===== src/rtl/branch_pkg.sv =====
// Shared decode constants, condition codes, NZCV bit positions and FSM state
// for the decode-side branch resolver (branch_unit and branch_cond_eval).
// No logic; constants and types only.
package branch_pkg;

  // Opcode fields, compared against the instruction's top bits.
  localparam logic [5:0]  OP_B     = 6'b000101;      // instr[31:26]
  localparam logic [5:0]  OP_BL    = 6'b100101;      // instr[31:26]
  localparam logic [7:0]  OP_CBZ   = 8'b10110100;    // instr[31:24]
  localparam logic [7:0]  OP_BCOND = 8'b01010100;    // instr[31:24]
  localparam logic [10:0] OP_BR    = 11'b11010110000; // instr[31:21]

  // B.cond condition codes (instr[4:0]).
  localparam logic [4:0] COND_EQ = 5'h00;
  localparam logic [4:0] COND_NE = 5'h01;
  localparam logic [4:0] COND_GE = 5'h0A;
  localparam logic [4:0] COND_LT = 5'h0B;
  localparam logic [4:0] COND_GT = 5'h0C;
  localparam logic [4:0] COND_LE = 5'h0D;

  // Bit positions inside the {N,Z,C,V} vector.
  localparam int unsigned FLAG_N = 3;
  localparam int unsigned FLAG_Z = 2;
  localparam int unsigned FLAG_C = 1;
  localparam int unsigned FLAG_V = 0;

  typedef enum logic {
    IDLE = 1'b0,
    SLOT = 1'b1
  } br_state_e;

endpackage


===== src/rtl/branch_unit_if.sv =====
// Decode <-> branch resolver bundle: fetched instruction, forwarded operands
// and flags in; PC redirect, link request, flags and slot status out.
// slave = branch_unit, master = decode stage driving it. Optional perf
// counters appear only with BRANCH_PERF_EN defined.
interface branch_unit_if;
  logic [31:0] instr;
  logic        instrValid;
  logic [63:0] rtVal;
  logic [63:0] rnVal;
  logic [3:0]  aluFlags;
  logic        setFlags;
  logic [63:0] destAddr;
  logic        branchCond;
  logic        setPCReg;
  logic [63:0] setPC;
  logic        linkWrite;
  logic [3:0]  flags;
  logic        inSlot;
`ifdef BRANCH_PERF_EN
  logic [31:0] branchCount;
  logic [31:0] takenCount;
`endif

  modport slave (
    input  instr, instrValid, rtVal, rnVal, aluFlags, setFlags,
    output destAddr, branchCond, setPCReg, setPC, linkWrite, flags, inSlot
`ifdef BRANCH_PERF_EN
    , output branchCount, takenCount
`endif
  );

  modport master (
    output instr, instrValid, rtVal, rnVal, aluFlags, setFlags,
    input  destAddr, branchCond, setPCReg, setPC, linkWrite, flags, inSlot
`ifdef BRANCH_PERF_EN
    , input branchCount, takenCount
`endif
  );
endinterface


===== src/rtl/branch_cond_eval.sv =====
// Evaluates a B.cond condition code against an NZCV vector.
// Purely combinational, zero latency; no handshake.
// Ports: cond[4:0] in, nzcv[3:0] in ({N,Z,C,V}), taken out.
module branch_cond_eval
  import branch_pkg::*;
(
  input  logic [4:0] cond,
  input  logic [3:0] nzcv,
  output logic       taken
);

  logic n_flag, z_flag, v_flag, ge;
  // C is carried in the vector but no supported condition reads it.
  logic unused_c;

  assign n_flag   = nzcv[FLAG_N];
  assign z_flag   = nzcv[FLAG_Z];
  assign v_flag   = nzcv[FLAG_V];
  assign unused_c = nzcv[FLAG_C];
  assign ge       = (n_flag == v_flag);

  always_comb begin
    taken = 1'b0;
    case (cond)
      COND_EQ: taken = z_flag;
      COND_NE: taken = ~z_flag;
      COND_GE: taken = ge;
      COND_LT: taken = ~ge;
      COND_GT: taken = ~z_flag & ge;
      COND_LE: taken = ~(~z_flag & ge);
      default: taken = 1'b0;
    endcase
  end

endmodule


===== src/rtl/branch_unit.sv =====
// Decode-side branch resolver: decodes B/BL/CBZ/B.cond/BR, holds NZCV, drives
// the PC redirect and X30 link request, and enforces one branch delay slot.
// Redirect outputs are combinational (zero latency); state/flags update on the
// rising edge. No backpressure: instrValid=0 is a stall and holds the slot.
// Ports: clk, reset (async, active-high), bus (branch_unit_if.slave).
// Optional: BRANCH_PERF_EN adds saturating branchCount/takenCount.
module branch_unit
  import branch_pkg::*;
(
  input logic            clk,
  input logic            reset,
  branch_unit_if.slave   bus
);

  br_state_e   state_q, state_d;
  logic [3:0]  flags_q, flags_d;

  logic is_b, is_bl, is_cbz, is_bcond, is_br, is_branch;
  logic cond_taken, live, taken;
  logic [3:0]  cond_flags;
  logic [63:0] dest_addr;

  assign is_b      = (bus.instr[31:26] == OP_B);
  assign is_bl     = (bus.instr[31:26] == OP_BL);
  assign is_cbz    = (bus.instr[31:24] == OP_CBZ);
  assign is_bcond  = (bus.instr[31:24] == OP_BCOND);
  assign is_br     = (bus.instr[31:21] == OP_BR);
  assign is_branch = is_b | is_bl | is_cbz | is_bcond | is_br;

  // Bypass: a flag write in this cycle is visible to the B.cond in decode now.
  assign cond_flags = bus.setFlags ? bus.aluFlags : flags_q;

  branch_cond_eval u_cond (
    .cond  (bus.instr[4:0]),
    .nzcv  (cond_flags),
    .taken (cond_taken)
  );

  // A branch may act only when valid, outside the delay slot and out of reset.
  assign live  = bus.instrValid & (state_q == IDLE) & ~reset;
  assign taken = live & (is_b | is_bl | is_br
                         | (is_cbz & (bus.rtVal == 64'd0))
                         | (is_bcond & cond_taken));

  always_comb begin
    dest_addr = 64'd0;
    if (is_b || is_bl)
      dest_addr = {{36{bus.instr[25]}}, bus.instr[25:0], 2'b00};
    else if (is_cbz || is_bcond)
      dest_addr = {{43{bus.instr[23]}}, bus.instr[23:5], 2'b00};
  end

  assign bus.destAddr   = reset ? 64'd0 : dest_addr;
  assign bus.branchCond = taken & ~is_br;
  assign bus.setPCReg   = taken & is_br;
  assign bus.setPC      = (taken & is_br) ? bus.rnVal : 64'd0;
  assign bus.linkWrite  = taken & is_bl;
  assign bus.flags      = reset ? 4'd0 : flags_q;
  assign bus.inSlot     = ~reset & (state_q == SLOT);

  always_comb begin
    state_d = state_q;
    case (state_q)
      IDLE:    if (taken) state_d = SLOT;
      SLOT:    if (bus.instrValid) state_d = IDLE;
      default: state_d = IDLE;
    endcase
  end

  assign flags_d = bus.setFlags ? bus.aluFlags : flags_q;

  always_ff @(posedge clk or posedge reset) begin
    if (reset) begin
      state_q <= IDLE;
      flags_q <= 4'd0;
    end else begin
      state_q <= state_d;
      flags_q <= flags_d;
    end
  end

`ifdef BRANCH_PERF_EN
  logic [31:0] branch_count_q, branch_count_d;
  logic [31:0] taken_count_q, taken_count_d;

  always_comb begin
    branch_count_d = branch_count_q;
    taken_count_d  = taken_count_q;
    if (live && is_branch && (branch_count_q != 32'hFFFF_FFFF))
      branch_count_d = branch_count_q + 32'd1;
    if (taken && (taken_count_q != 32'hFFFF_FFFF))
      taken_count_d = taken_count_q + 32'd1;
  end

  always_ff @(posedge clk or posedge reset) begin
    if (reset) begin
      branch_count_q <= 32'd0;
      taken_count_q  <= 32'd0;
    end else begin
      branch_count_q <= branch_count_d;
      taken_count_q  <= taken_count_d;
    end
  end

  assign bus.branchCount = reset ? 32'd0 : branch_count_q;
  assign bus.takenCount  = reset ? 32'd0 : taken_count_q;
`else
  // Branch classification only feeds the perf counters.
  logic unused_is_branch;
  assign unused_is_branch = is_branch;
`endif

endmodule


===== src/flat_wrapper.sv =====
// flat-port wrapper written by rule: the top's interface ports become plain ports
module branch_unit_flat import branch_pkg::*;
  (clk, reset, bus_instr, bus_instrValid, bus_rtVal, bus_rnVal, bus_aluFlags, bus_setFlags, bus_destAddr, bus_branchCond, bus_setPCReg, bus_setPC, bus_linkWrite, bus_flags, bus_inSlot);
  branch_unit_if bus_i ();
  input logic clk;
  input logic reset;
  input wire logic [$bits(bus_i.instr)-1:0] bus_instr;
  input wire logic [$bits(bus_i.instrValid)-1:0] bus_instrValid;
  input wire logic [$bits(bus_i.rtVal)-1:0] bus_rtVal;
  input wire logic [$bits(bus_i.rnVal)-1:0] bus_rnVal;
  input wire logic [$bits(bus_i.aluFlags)-1:0] bus_aluFlags;
  input wire logic [$bits(bus_i.setFlags)-1:0] bus_setFlags;
  output wire logic [$bits(bus_i.destAddr)-1:0] bus_destAddr;
  output wire logic [$bits(bus_i.branchCond)-1:0] bus_branchCond;
  output wire logic [$bits(bus_i.setPCReg)-1:0] bus_setPCReg;
  output wire logic [$bits(bus_i.setPC)-1:0] bus_setPC;
  output wire logic [$bits(bus_i.linkWrite)-1:0] bus_linkWrite;
  output wire logic [$bits(bus_i.flags)-1:0] bus_flags;
  output wire logic [$bits(bus_i.inSlot)-1:0] bus_inSlot;
  assign bus_i.instr = bus_instr;
  assign bus_i.instrValid = bus_instrValid;
  assign bus_i.rtVal = bus_rtVal;
  assign bus_i.rnVal = bus_rnVal;
  assign bus_i.aluFlags = bus_aluFlags;
  assign bus_i.setFlags = bus_setFlags;
  assign bus_destAddr = bus_i.destAddr;
  assign bus_branchCond = bus_i.branchCond;
  assign bus_setPCReg = bus_i.setPCReg;
  assign bus_setPC = bus_i.setPC;
  assign bus_linkWrite = bus_i.linkWrite;
  assign bus_flags = bus_i.flags;
  assign bus_inSlot = bus_i.inSlot;
  branch_unit u_core (.clk(clk), .reset(reset), .bus(bus_i));
endmodule

===== config.mk =====
export PLATFORM = sky130hd
export DESIGN_NAME = branch_unit_flat
export DESIGN_NICKNAME = d
export VERILOG_FILES = /design/src/rtl/branch_pkg.sv /design/src/rtl/branch_unit_if.sv /design/src/rtl/branch_cond_eval.sv /design/src/rtl/branch_unit.sv /design/src/flat_wrapper.sv
export SDC_FILE = /design/constraint.sdc
export NUM_CORES = 1
export LEC_CHECK = 0
export CAP_MARGIN = 0
export CORE_AREA = 4 4 115 117
export CTS_CLUSTER_SIZE = 16
export DETAILED_ROUTE_END_ITERATION = 7
export DIE_AREA = 0 0 119 121
export GPL_TIMING_DRIVEN = 0
export HOLD_SLACK_MARGIN = 0.05
export SYNTH_ARGS = -nofsm -noshare
export SYNTH_HDL_FRONTEND = slang
export SYNTH_SLANG_ARGS = --single-unit

===== constraint.sdc =====
create_clock -name clk -period 3.23 [get_ports clk]
set_clock_uncertainty 0.2 [all_clocks]
set_input_delay 0.4845 -clock clk [delete_from_list [all_inputs] [get_ports clk]]
set_output_delay 0.4845 -clock clk [all_outputs]
set_load 0.05 [all_outputs]

Word level (Yosys, flattened, before mapping)
Cells that the tools add are included.
{"block": "totals", "regBits": 5, "in_bits": 168, "elab_cells": 48}
{"block": "op_classes", "n_eq_ne": 11, "muxes": 10, "n_bitwise": 20, "reduce_logical": 4}
{"op": "two-way mux 64 bit", "count": 4}
{"op": "zero test 64 bit", "count": 1}
{"op": "equality test 5 x 4 -> 1 bit (second input constant)", "count": 4}
{"op": "equality test 11 bit (second input constant)", "count": 1}
{"op": "AND 1 bit", "count": 10}
{"op": "equality test 8 x 7 -> 1 bit (second input constant)", "count": 1}
{"op": "equality test 8 bit (second input constant)", "count": 1}
{"op": "two-way mux 4 bit", "count": 2}
{"op": "equality test 6 x 3 -> 1 bit (second input constant)", "count": 1}
{"op": "equality test 6 bit (second input constant)", "count": 1}
{"op": "inverter 1 bit", "count": 6}
{"op": "one-hot mux 1 bit (6 select lines)", "count": 1}
{"op": "equality test 5 x 1 -> 1 bit (second input constant)", "count": 1}
{"op": "zero test 5 bit", "count": 1}
{"op": "bitwise OR 1 bit", "count": 4}
{"op": "logical OR 1 bit", "count": 2}
{"op": "two-way mux 1 bit", "count": 2}
{"op": "one-hot mux 1 bit (2 select lines)", "count": 1}
{"op": "equality test 1 bit", "count": 1}

Logic depth before layout (Yosys ltp)
{"block": "depth", "ltp_word": 10, "mapped_depth": 7}

By module
From an unflattened synthesis, not the netlist that was laid out.
{"block": "unflattened", "cells_unflattened": 242, "hier_area_um2": 1625.3}
{"mod": "branch_unit", "n_inst": 1, "cells_each": 229, "area_each_um2": 1547.7}
{"mod": "branch_cond_eval", "n_inst": 1, "cells_each": 13, "area_each_um2": 77.6}

Worst setup path after synthesis
No wires, ideal clock.
{"block": "synth_timing", "path_kind": "input port to output port", "start": "input bus_instr[29]", "end": "output bus_destAddr[28]", "arrival_time_ps": 3145, "path_slack_ps": -600, "path_stages": 6, "path_cell_list": "or3b_1 -> a2111oi_4 -> a21oi_2 -> nor2_4 -> o21a_1 -> buf_4"}
{"block": "synth_via", "elab_chain_len": 5, "word_cells_on_any_way": 9}
{"item": "start: declaration", "line_no": "flat_wrapper.sv:7", "text": "input wire logic [$bits(bus_i.instr)-1:0] bus_instr;"}
{"item": "equality test 8 bit / equality test 8 x 7 -> 1 bit (equally long branches)", "line_no": "branch_unit.sv:25, branch_unit.sv:26"}
{"item": "logical OR 1 bit", "line_no": "branch_unit.sv:49", "text": "else if (is_cbz || is_bcond)"}
{"item": "two-way mux 64 bit", "line_no": "branch_unit.sv:49"}
{"item": "two-way mux 64 bit *", "line_no": "branch_unit.sv:47", "text": "if (is_b || is_bl)"}
{"item": "two-way mux 64 bit *", "line_no": "branch_unit.sv:53", "text": "assign bus.destAddr = reset ? 64'd0 : dest_addr;"}
{"item": "end: declaration", "line_no": "flat_wrapper.sv:13", "text": "output wire logic [$bits(bus_i.destAddr)-1:0] bus_destAddr;"}
Mark *: on every way between the ends. The rest lies on a longest branch, timed or not.

Final worst setup path
{"block": "layout_timing", "start": "input bus_instr[27]", "end": "output bus_destAddr[12]"}
Same word-level chain as after synthesis.

==> impl_metrics.json <==
{
  "io-pin-count": 304,
  "endpoint_kind": "output port",
  "ctsHoldBuffers": 0,
  "tightest_slew_ps": 591,
  "cp-start-kind": "input port",
  "yosysSeqAreaShare": 0.0743,
  "synth_edf_count": 0,
  "postRouteAntennaNets": 0,
  "core_mm2": 0.0124,
  "hold_viol": 0,
  "fin_util": 0.397,
  "worstPathArrival_ps": 2440,
  "synthCells": 246,
  "maxCapViolCount": 0,
  "cts_buffers": 3,
  "area_delta_synth_final_pct": 192,
  "start_util": 0.136,
  "clock_sinks": 5,
  "holdCritStartpoint": "u_core.flags_q[1]$_DFFE_PP0P_",
  "clk_pin_slew_worst_paths_ps": 30,
  "status": "finished clean",
  "avgViaCountPerCell": 3.97,
  "grt_max_degree": 14,
  "grt_pass1_wl_um": 17400,
  "die_w_um": 119,
  "nets": 729,
  "mostFrequentLayoutCell": "clkdlybuf4s50_1",
  "layout.cells.non_filler": 732,
  "drt_iter0_drc": 99,
  "whs_ps": 295,
  "dp_hpwl_um": 10200,
  "track_usage": 0.152,
  "powerDensity_mw_per_mm2": 129,
  "die_area_mm2": 0.0144,
  "p_total_w": 0.000636,
  "portBuffers": 299,
  "syn_area_mm2": 0.00168,
  "dp_slack_ps": -1470,
  "drt-total-wl_um": 11900,
  "drc_errors": 0,
  "cp_max_fo": 10,
  "clk_latency_ps": 220,
  "post-route-period-util": 0.968,
  "max_freq_mhz": 320,
  "synth_area_per_cell_um2": 6.85,
  "critPathMaxStageDelay_ps": 530,
  "period_minus_slack_ps": 3130,
  "yosysTopAreaCell": "and2_1",
  "drive_above_1_share": 0.377,
  "yosys-top-cells-area": "and2_1, buf_4, a22oi_1",
  "synth.distinct_cells": 39,
  "dp.cells": 718,
  "synth_ff_type": "dfrtp_1",
  "vias": 2908,
  "synth_top_area_frac": 0.241,
  "slew_headroom": 0.604,
  "slowest_stage": "clkdlybuf4s50_1",
  "rows": 41,
  "p_leak_nw": 2.16,
  "max-vdd-ir-drop_mv": 0.0943,
  "cp.required_ps": 2550,
  "h-tree-depth": 1,
  "setup_viol": 0,
  "root_buffer": "clkbuf_16",
  "min_path_type": "reg -> reg",
  "postSynth.asyncResetShare": 1.00,
  "gp_congestion": 0.774,
  "synth_warnings": 0,
  "grt_pass1_vias": 3096,
  "ys_ff_latch": 5,
  "rsz0062_at_grt": "true",
  "post_drt_wl_per_cell_um": 16.3,
  "first_pass_iters": 4,
  "fillers": 1284,
  "maxSlewViolCount": 0,
  "setup_slack_ps": 103,
  "diodes": 0,
  "crit_chain": "clkdlybuf4s50_1 -> nor4_2 -> clkbuf_4 -> clkbuf_2 -> a22oi_1 -> nor2_1 -> buf_2",
  "cts_tree": "built",
  "mostFrequentLayoutCells": "clkdlybuf4s50_1, buf_4, and2_1, clkbuf_4, buf_2",
  "chipHeight_um": 121,
  "r2r_start": "u_core.state_q$_DFF_PP0_",
  "antenna_found_initial": 0,
  "crit_type": "in -> out",
  "crit_start": "bus_instr[27]",
  "grt_overflow": 0,
  "cts_buffer_depth": 2
}
==> power breakdown <==
group / internal (W) / switching, W / total, W / leakage, nW
logic: 0.000227 / 0.000135 / 0.000362 / 2.06
registers: 0.0000683 / 0.00000352 / 0.0000718 / 0.0607
clock network: 0.000163 / 0.0000392 / 0.000203 / 0.0382
==> stage by stage <==
stage / area [um^2] / setup TNS, ps
final: 4910 / 0
after global routing: 4910 / -97.8
after CTS: 4760 / -0.750
after detailed placement: 4900 / -128670
after global placement: 4900 / -125750
after floorplan: 1700 / 0
==> layout make-up <==
type | instances | area [um^2] | share of cell area
multi-input cells | 192 | 1340 | 0.273
plain buffers | 52 | 365 | 0.0744
inverters | 2 | 7.51 | 0.00153
repair buffers | 305 | 2780 | 0.566
well taps | 172 | 215 | 0.0438
flip-flops and latches | 5 | 125 | 0.0255
clock buffers | 4 | 78.8 | 0.0160
==> repair_timing <==
item,CTS,global route
buffers inserted,2,3
setup endpoints to repair,128,129
resized for setup,663,76
gates cloned,5,1
pin swaps,2,5
==> final timing paths <==
kind / cells past startpoint / slack [ps] / end
worst min-delay path: 1 / 290 / u_core.flags_q[1]$_DFFE_PP0P_
min in group asynchronous: 3 / 490 / u_core.state_q$_DFF_PP0_
max in group asynchronous: 3 / 2140 / u_core.flags_q[0]$_DFF_PP0_
worst max-delay path: 7 / 100 / bus_destAddr[12]
worst min register to register: 1 / 290 / u_core.flags_q[1]$_DFFE_PP0P_
worst max register to register: 5 / 1310 / u_core.state_q$_DFF_PP0_
==> synthesized netlist by cell type (2+ instances only) <==
library cell / instances
a22oi_1: 18
and2_1: 65
and3_1: 2
buf_4: 39
clkbuf_1: 13
dfrtp_1: 5
inv_1: 2
mux2_2: 4
mux2i_1: 2
nand2_1: 6
nand2b_1: 4
nand3_1: 3
nand4_1: 4
nor2_1: 23
nor2b_1: 5
nor3_1: 3
nor3b_1: 2
nor4_1: 15
nor4b_1: 3
o21a_1: 8
xnor2_1: 2
==> registers in the layout (all words and copies together), names as in the netlist <==
register and cells:
u_core.flags_q 4, u_core.state_q 1
==> cells by family (layout without fill, tap and decap cells) <==
kind of cell / count (synthesis) / count (layout) / share of synthesized area
other: 1 / 2 / 0.00223
muxes: 6 / 6 / 0.0386
and+or+nand+nor: 143 / 143 / 0.499
buffers and inverters: 55 / 363 / 0.210
DFF: 5 / 5 / 0.0743
AOI/OAI and AO/OA: 34 / 39 / 0.166
xor gates and xnor gates: 2 / 2 / 0.0104
==> worst max-delay path: cells and delay by family <==
kind,cells,cell delay [ps]
AND/OR/NAND/NOR,2,500
buffers and inverters,4,1330
AO/OA/AOI/OAI,1,120
==> layer usage <==
metal,GRT usage,share of wire
met1,0.187,0.40
met5,0,0
met2,0.266,0.51
met4,0.0188,0.0071
met3,0.0466,0.087
Note: power is estimated with default switching activity, not from simulation.
